### src/rtl/id_stage_pkg.sv
// rtl/id_stage_pkg.sv - opcodes, instruction field positions and immediate helper for the decode stage
package id_stage_pkg;

  localparam int REG_AW = 5;

  localparam logic [5:0] OP_RTYPE = 6'h00;
  localparam logic [5:0] OP_LW    = 6'h23;
  localparam logic [5:0] OP_SW    = 6'h2B;
  localparam logic [5:0] OP_BEQ   = 6'h04;
  localparam logic [5:0] OP_J     = 6'h02;
  localparam logic [5:0] OP_ANDI  = 6'h0C;
  localparam logic [5:0] OP_ORI   = 6'h0D;

  localparam int OP_MSB  = 31;
  localparam int OP_LSB  = 26;
  localparam int RS_MSB  = 25;
  localparam int RS_LSB  = 21;
  localparam int RT_MSB  = 20;
  localparam int RT_LSB  = 16;
  localparam int RD_MSB  = 15;
  localparam int RD_LSB  = 11;
  localparam int IMM_MSB = 15;
  localparam int IMM_LSB = 0;
  localparam int TGT_MSB = 25;
  localparam int TGT_LSB = 0;

  // Logical immediates are zero-extended; everything else is sign-extended.
  function automatic logic is_zero_ext(input logic [5:0] op);
    return (op == OP_ANDI) || (op == OP_ORI);
  endfunction

endpackage

### src/rtl/regfile_32x32.sv
// rtl/regfile_32x32.sv - 2-read/1-write register file with r0 hardwired to zero and write-through bypass
module regfile_32x32
  import id_stage_pkg::*;
#(
  parameter int WIDTH = 32,
  parameter int NREG  = 32
) (
  input  logic              clk,
  input  logic              rst,
  input  logic [REG_AW-1:0] ra1_i,
  input  logic [REG_AW-1:0] ra2_i,
  output logic [WIDTH-1:0]  rd1_o,
  output logic [WIDTH-1:0]  rd2_o,
  input  logic              we_i,
  input  logic [REG_AW-1:0] wa_i,
  input  logic [WIDTH-1:0]  wd_i
);

  logic [WIDTH-1:0] regs_q [NREG];
  logic             wr_act;

  assign wr_act = we_i && (wa_i != '0);

  // Storage: async clear on reset, r0 is never written so it stays zero.
  always_ff @(posedge clk or posedge rst) begin
    if (rst) begin
      for (int i = 0; i < NREG; i++) begin
        regs_q[i] <= '0;
      end
    end else if (wr_act) begin
      regs_q[wa_i] <= wd_i;
    end
  end

  // Combinational reads; a same-cycle write to the addressed register is forwarded.
  always_comb begin
    rd1_o = regs_q[ra1_i];
    rd2_o = regs_q[ra2_i];
    if (ra1_i == '0) begin
      rd1_o = '0;
    end else if (wr_act && (wa_i == ra1_i)) begin
      rd1_o = wd_i;
    end
    if (ra2_i == '0) begin
      rd2_o = '0;
    end else if (wr_act && (wa_i == ra2_i)) begin
      rd2_o = wd_i;
    end
  end

endmodule

### src/rtl/id_stage.sv
// rtl/id_stage.sv - IF/ID pipeline latch, operand read, immediate extension and jump target
module id_stage
  import id_stage_pkg::*;
#(
  parameter int WIDTH = 32,
  parameter int NREG  = 32
) (
  input  logic              clk,
  input  logic              rst,
  input  logic              in_valid,
  output logic              in_ready,
  input  logic [WIDTH-1:0]  ins,
  input  logic [WIDTH-1:0]  pcp4,
  input  logic              stall,
  input  logic              flush,
  input  logic              wb_en,
  input  logic [REG_AW-1:0] wb_addr,
  input  logic [WIDTH-1:0]  wb_data,
  output logic              out_valid,
  output logic [WIDTH-1:0]  out_ins,
  output logic [WIDTH-1:0]  out_pcp4,
  output logic [REG_AW-1:0] rs,
  output logic [REG_AW-1:0] rt,
  output logic [REG_AW-1:0] rd,
  output logic [WIDTH-1:0]  rd1,
  output logic [WIDTH-1:0]  rd2,
  output logic [WIDTH-1:0]  imm,
  output logic [WIDTH-1:0]  jtarget
);

  logic             valid_q, valid_d;
  logic [WIDTH-1:0] ins_q, ins_d;
  logic [WIDTH-1:0] pcp4_q, pcp4_d;

  // A flushed cycle still consumes the fetch slot, so ready only depends on stall.
  assign in_ready = ~stall;

  // Latch next-state: flush inserts a NOP (PC+4 kept), stall holds, otherwise load.
  always_comb begin
    valid_d = valid_q;
    ins_d   = ins_q;
    pcp4_d  = pcp4_q;
    if (flush) begin
      valid_d = 1'b0;
      ins_d   = '0;
    end else if (!stall) begin
      valid_d = in_valid;
      ins_d   = ins;
      pcp4_d  = pcp4;
    end
  end

  // IF/ID pipeline register.
  always_ff @(posedge clk or posedge rst) begin
    if (rst) begin
      valid_q <= 1'b0;
      ins_q   <= '0;
      pcp4_q  <= '0;
    end else begin
      valid_q <= valid_d;
      ins_q   <= ins_d;
      pcp4_q  <= pcp4_d;
    end
  end

  assign out_valid = valid_q;
  assign out_ins   = ins_q;
  assign out_pcp4  = pcp4_q;

  assign rs = ins_q[RS_MSB:RS_LSB];
  assign rt = ins_q[RT_MSB:RT_LSB];
  assign rd = ins_q[RD_MSB:RD_LSB];

  // Immediate extension is not gated by valid; execute qualifies with out_valid.
  always_comb begin
    imm = {{(WIDTH-16){ins_q[IMM_MSB]}}, ins_q[IMM_MSB:IMM_LSB]};
    if (is_zero_ext(ins_q[OP_MSB:OP_LSB])) begin
      imm = {{(WIDTH-16){1'b0}}, ins_q[IMM_MSB:IMM_LSB]};
    end
  end

  assign jtarget = {pcp4_q[WIDTH-1:WIDTH-4], ins_q[TGT_MSB:TGT_LSB], 2'b00};

  regfile_32x32 #(
    .WIDTH (WIDTH),
    .NREG  (NREG)
  ) u_regfile (
    .clk   (clk),
    .rst   (rst),
    .ra1_i (rs),
    .ra2_i (rt),
    .rd1_o (rd1),
    .rd2_o (rd2),
    .we_i  (wb_en),
    .wa_i  (wb_addr),
    .wd_i  (wb_data)
  );

endmodule

### config.mk
export PLATFORM = sky130hd
export DESIGN_NAME = id_stage
export DESIGN_NICKNAME = d
export VERILOG_FILES = /design/src/rtl/id_stage_pkg.sv /design/src/rtl/regfile_32x32.sv /design/src/rtl/id_stage.sv
export SDC_FILE = /design/constraint.sdc
export NUM_CORES = 2
export LEC_CHECK = 0
export CORE_MARGIN = 2
export CORE_UTILIZATION = 45
export CTS_CLUSTER_SIZE = 24
export DETAILED_ROUTE_END_ITERATION = 12
export MAX_ROUTING_LAYER = met4
export PLACE_DENSITY = 0.67
export SLEW_MARGIN = 5
export SYNTH_ARGS = -nofsm -noshare
export SYNTH_HDL_FRONTEND = slang
export SYNTH_SLANG_ARGS = --single-unit
### constraint.sdc
create_clock -name clk -period 47.1 [get_ports clk]
set_input_delay 4.71 -clock clk [delete_from_list [all_inputs] [get_ports clk]]
set_output_delay 4.71 -clock clk [all_outputs]
set_load 0.02 [all_outputs]
==> flow_metrics.py <==
metrics = {
    "cells_and_area": {
        "finalInstanceArea_sq_um": 66600,
        "final_util_pct": 51.3,
        "layout_common_cells": "dfrtp_1, mux2_2, mux2i_1",
        "final_common_cell": "dfrtp_1",
        "syn_to_final_growth_pct": 13.0,
        "drive_gt1_share_pct": 41.5,
        "fin_nets": 4329,
    },
    "grt": {
        "antenna_found_initial": 9,
        "grt_overflow": 0,
        "track_usage_pct": 30.7,
        "grt_pass1_wl_um": 293000,
        "grt_pass1_vias": 40254,
        "grt_max_degree": 192,
    },
    "clock_network": {
        "htreeDepth": 3,
        "cts_buffer_depth": 3,
        "numCtsBuffers": 115,
        "cts_tree": "built",
        "clock_sinks": 1089,
        "ctsHoldBuffers": 0,
        "cts.clk_slew.worst_paths_ns": 0.06,
        "insertion_delay_ns": 0.71,
        "postCtsSetupBuffers": 0,
        "post_cts_resized": 0,
        "cts_root_buf": "clkbuf_16",
    },
    "power": {
        "p_int_mw": 2.01,
        "power_frac_comb_pct": 20.9,
        "switchingPower_mw": 0.790,
        "p_per_area_nw_per_um2": 42.0,
        "power_mw": 2.80,
        "ir_drop_v": 0.0000306,
        "leakage_nw": 27.7,
        "seqPwrFrac_pct": 44.2,
        "p_sw_share_pct": 28.2,
        "clockPowerShare_pct": 34.9,
    },
    "critical_path": {
        "worstPathMaxFanout": 15,
        "critPathRequiredTime_ns": 42.39,
        "critPathTopFamily": "buffers and inverters",
        "reg2reg_from": "out_ins[16]$_DFFE_PP0P_",
        "cp-start-kind": "input pin",
        "cp_num_buf_inv": 3,
        "crit_chain": "clkdlybuf4s50_1 -> or3_1 -> nor2_1 -> or4_1 -> buf_4 -> o21ai_0 -> nor2_1 -> clkdlybuf4s50_1",
        "cp-end-kind": "primary output",
        "worstPathArrival_ns": 8.81,
        "crit_type": "in2out",
        "worst_path_max_delay_cell": "clkdlybuf4s50_1",
        "crit_start": "wb_addr[4]",
        "critical_path.max_stage_delay_ns": 0.81,
    },
    "timing": {
        "slew_viol_final": 0,
        "setup_viol": 0,
        "fin_crit_ns": 13.52,
        "slew_headroom_pct": 3.65,
        "skew_ns": 0,
        "fmax_mhz": 73.9,
        "setup_tns_ns": 0,
        "rsz0062_at_grt": "false",
        "tightestPinTransition_ns": 1.41,
        "timing.hold.ws_ns": 0.394,
        "hold_viol": 0,
        "finalCritPeriodShare_pct": 28.7,
    },
    "placement": {
        "place_congestion": 0.850,
        "io_buffers": 313,
        "dpl_cell_area_sq_um": 62500,
        "dp_hpwl_um": 113000,
    },
    "floorplanning": {
        "die_w_um": 366,
        "rows": 132,
        "start_util_pct": 45.4,
        "die_h_um": 366,
        "dieArea_sq_um": 134000,
        "fp.coreArea_sq_um": 130000,
        "ios": 316,
    },
    "routing": {
        "via_per_inst": 6.63,
        "drtIter0Drc": 4758,
        "wirelength_um": 203000,
        "drc": 0,
        "num_vias": 40228,
        "dr.pass1.iters": 6,
        "antenna_left": 0,
        "post_drt_wl_per_cell_um": 33.4,
    },
    "synthesis": {
        "synth_cell_types": 66,
        "synth_seq_cells": 1089,
        "synth_edf_count": 0,
        "netlist_instances": 4205,
        "async_flop_share_pct": 100,
        "syn_area_sq_um": 59000,
        "avgSynthCellArea_sq_um": 14.0,
        "ys_seq_area_share_pct": 46.2,
        "ys.flop_type": "dfrtp_1",
        "synth_warnings": 0,
    },
    "status": {
        "outcome": "finished clean",
    },
    "run": {
        "cap_violations": 0,
    },
    "hold_path": {
        "hp-start": "u_regfile.regs_q[1011]$_DFFE_PP0P_",
        "min_path_type": "reg2reg",
    },
}
==> routing by layer <==
metal | wire length, um | up-vias | GRT usage, %
met2 | 92700 | 2202 | 45.5
met5 | 0 | - | -
met1 | 82100 | 21540 | 41.4
met3 | 19900 | 446 | 6.54
met4 | 7890 | 0 | 12.0
li1 | - | 16040 | -
==> logic make-up after synthesis <==
family	after synthesis	share of synthesized area, %
multiplexers	1761	39.7
flip-flops	1089	46.2
buffers and inverters	549	5.22
AO/OA/AOI/OAI	437	5.48
AND/OR/NAND/NOR	358	3.19
XOR/XNOR	10	0.149
other	1	0.00636
==> flip-flops by register name, indices dropped and copies added, names as in the netlist <==
signal / count
out_valid: 1
out_pcp4: 32
out_ins: 32
u_regfile.regs_q: 1024
==> through the flow <==
step,setup WS [ns],std cells
after floorplan,11.73,4206
after global placement,33.76,5847
after detailed placement,33.67,5847
after CTS,33.67,6063
after global routing,33.51,6066
final,33.58,6070
==> final cells by class <==
class,count,area (sq um)
flip-flops and latches,1089,27300
well taps,1742,2180
inverters,10,45.0
multi-input cells,2568,28900
repair buffers,438,4140
clock inverters,55,653
fillers,11059,63200
clock buffers,161,3400
diodes,7,17.5
==> worst paths after layout <==
path	end	slack [ns]	depth (start not counted)
worst max-delay path	rd2[6]	33.58	8
worst min-delay path	u_regfile.regs_q[1011]$_DFFE_PP0P_	0.39	0
worst max register to register	out_ins[16]$_DFFE_PP0P_	45.79	2
worst min register to register	u_regfile.regs_q[1011]$_DFFE_PP0P_	0.39	0
max in group asynchronous	u_regfile.regs_q[13]$_DFFE_PP0P_	39.43	5
min in group asynchronous	out_pcp4[18]$_DFFE_PP0P_	4.55	2
==> power by group through the flow <==
stage / registers (mW) / clock network (mW) / logic, mW
finish: 1.24 / 0.976 / 0.585
CTS: 1.23 / 0.986 / 0.582
detailed placement: 1.25 / 0 / 0.580
global placement: 1.24 / 0 / 0.570
global route: 1.26 / 1.02 / 0.621
floorplan: 1.22 / 0 / 0.433
==> cells in the mapped netlist (3+ instances only) <==
library cell	count	area, sq um
o21bai_1	3	22.5
a211oi_1	41	308
nor4_1	18	113
buf_6	42	473
a22oi_1	29	218
o21a_1	5	37.5
a211o_1	30	263
mux2_2	1045	11800
nor2b_1	16	100
nor3b_1	29	218
a2111oi_0	22	193
mux4_2	350	7880
buf_12	3	60.1
buf_2	116	581
nand3_1	7	35.0
nand2_2	3	18.8
clkbuf_1	238	893
nor2_1	119	447
mux2_1	8	90.1
o22ai_1	74	463
buf_4	102	766
dfrtp_1	1089	27300
nand3b_1	5	37.5
a221oi_1	63	552
a221o_1	35	350
or2_2	5	31.3
buf_8	11	165
a21oi_1	26	130
inv_1	8	30.0
nand2_1	46	173
and3_1	6	37.5
o21ai_0	74	370
mux2i_1	351	3510
buf_1	27	101
nor3_1	73	365
nand2b_1	9	56.3
a22o_1	23	201
xnor2_1	8	70.1
and3b_1	4	35.0
mux4_1	7	184
Power figures use the tool's default switching activity.
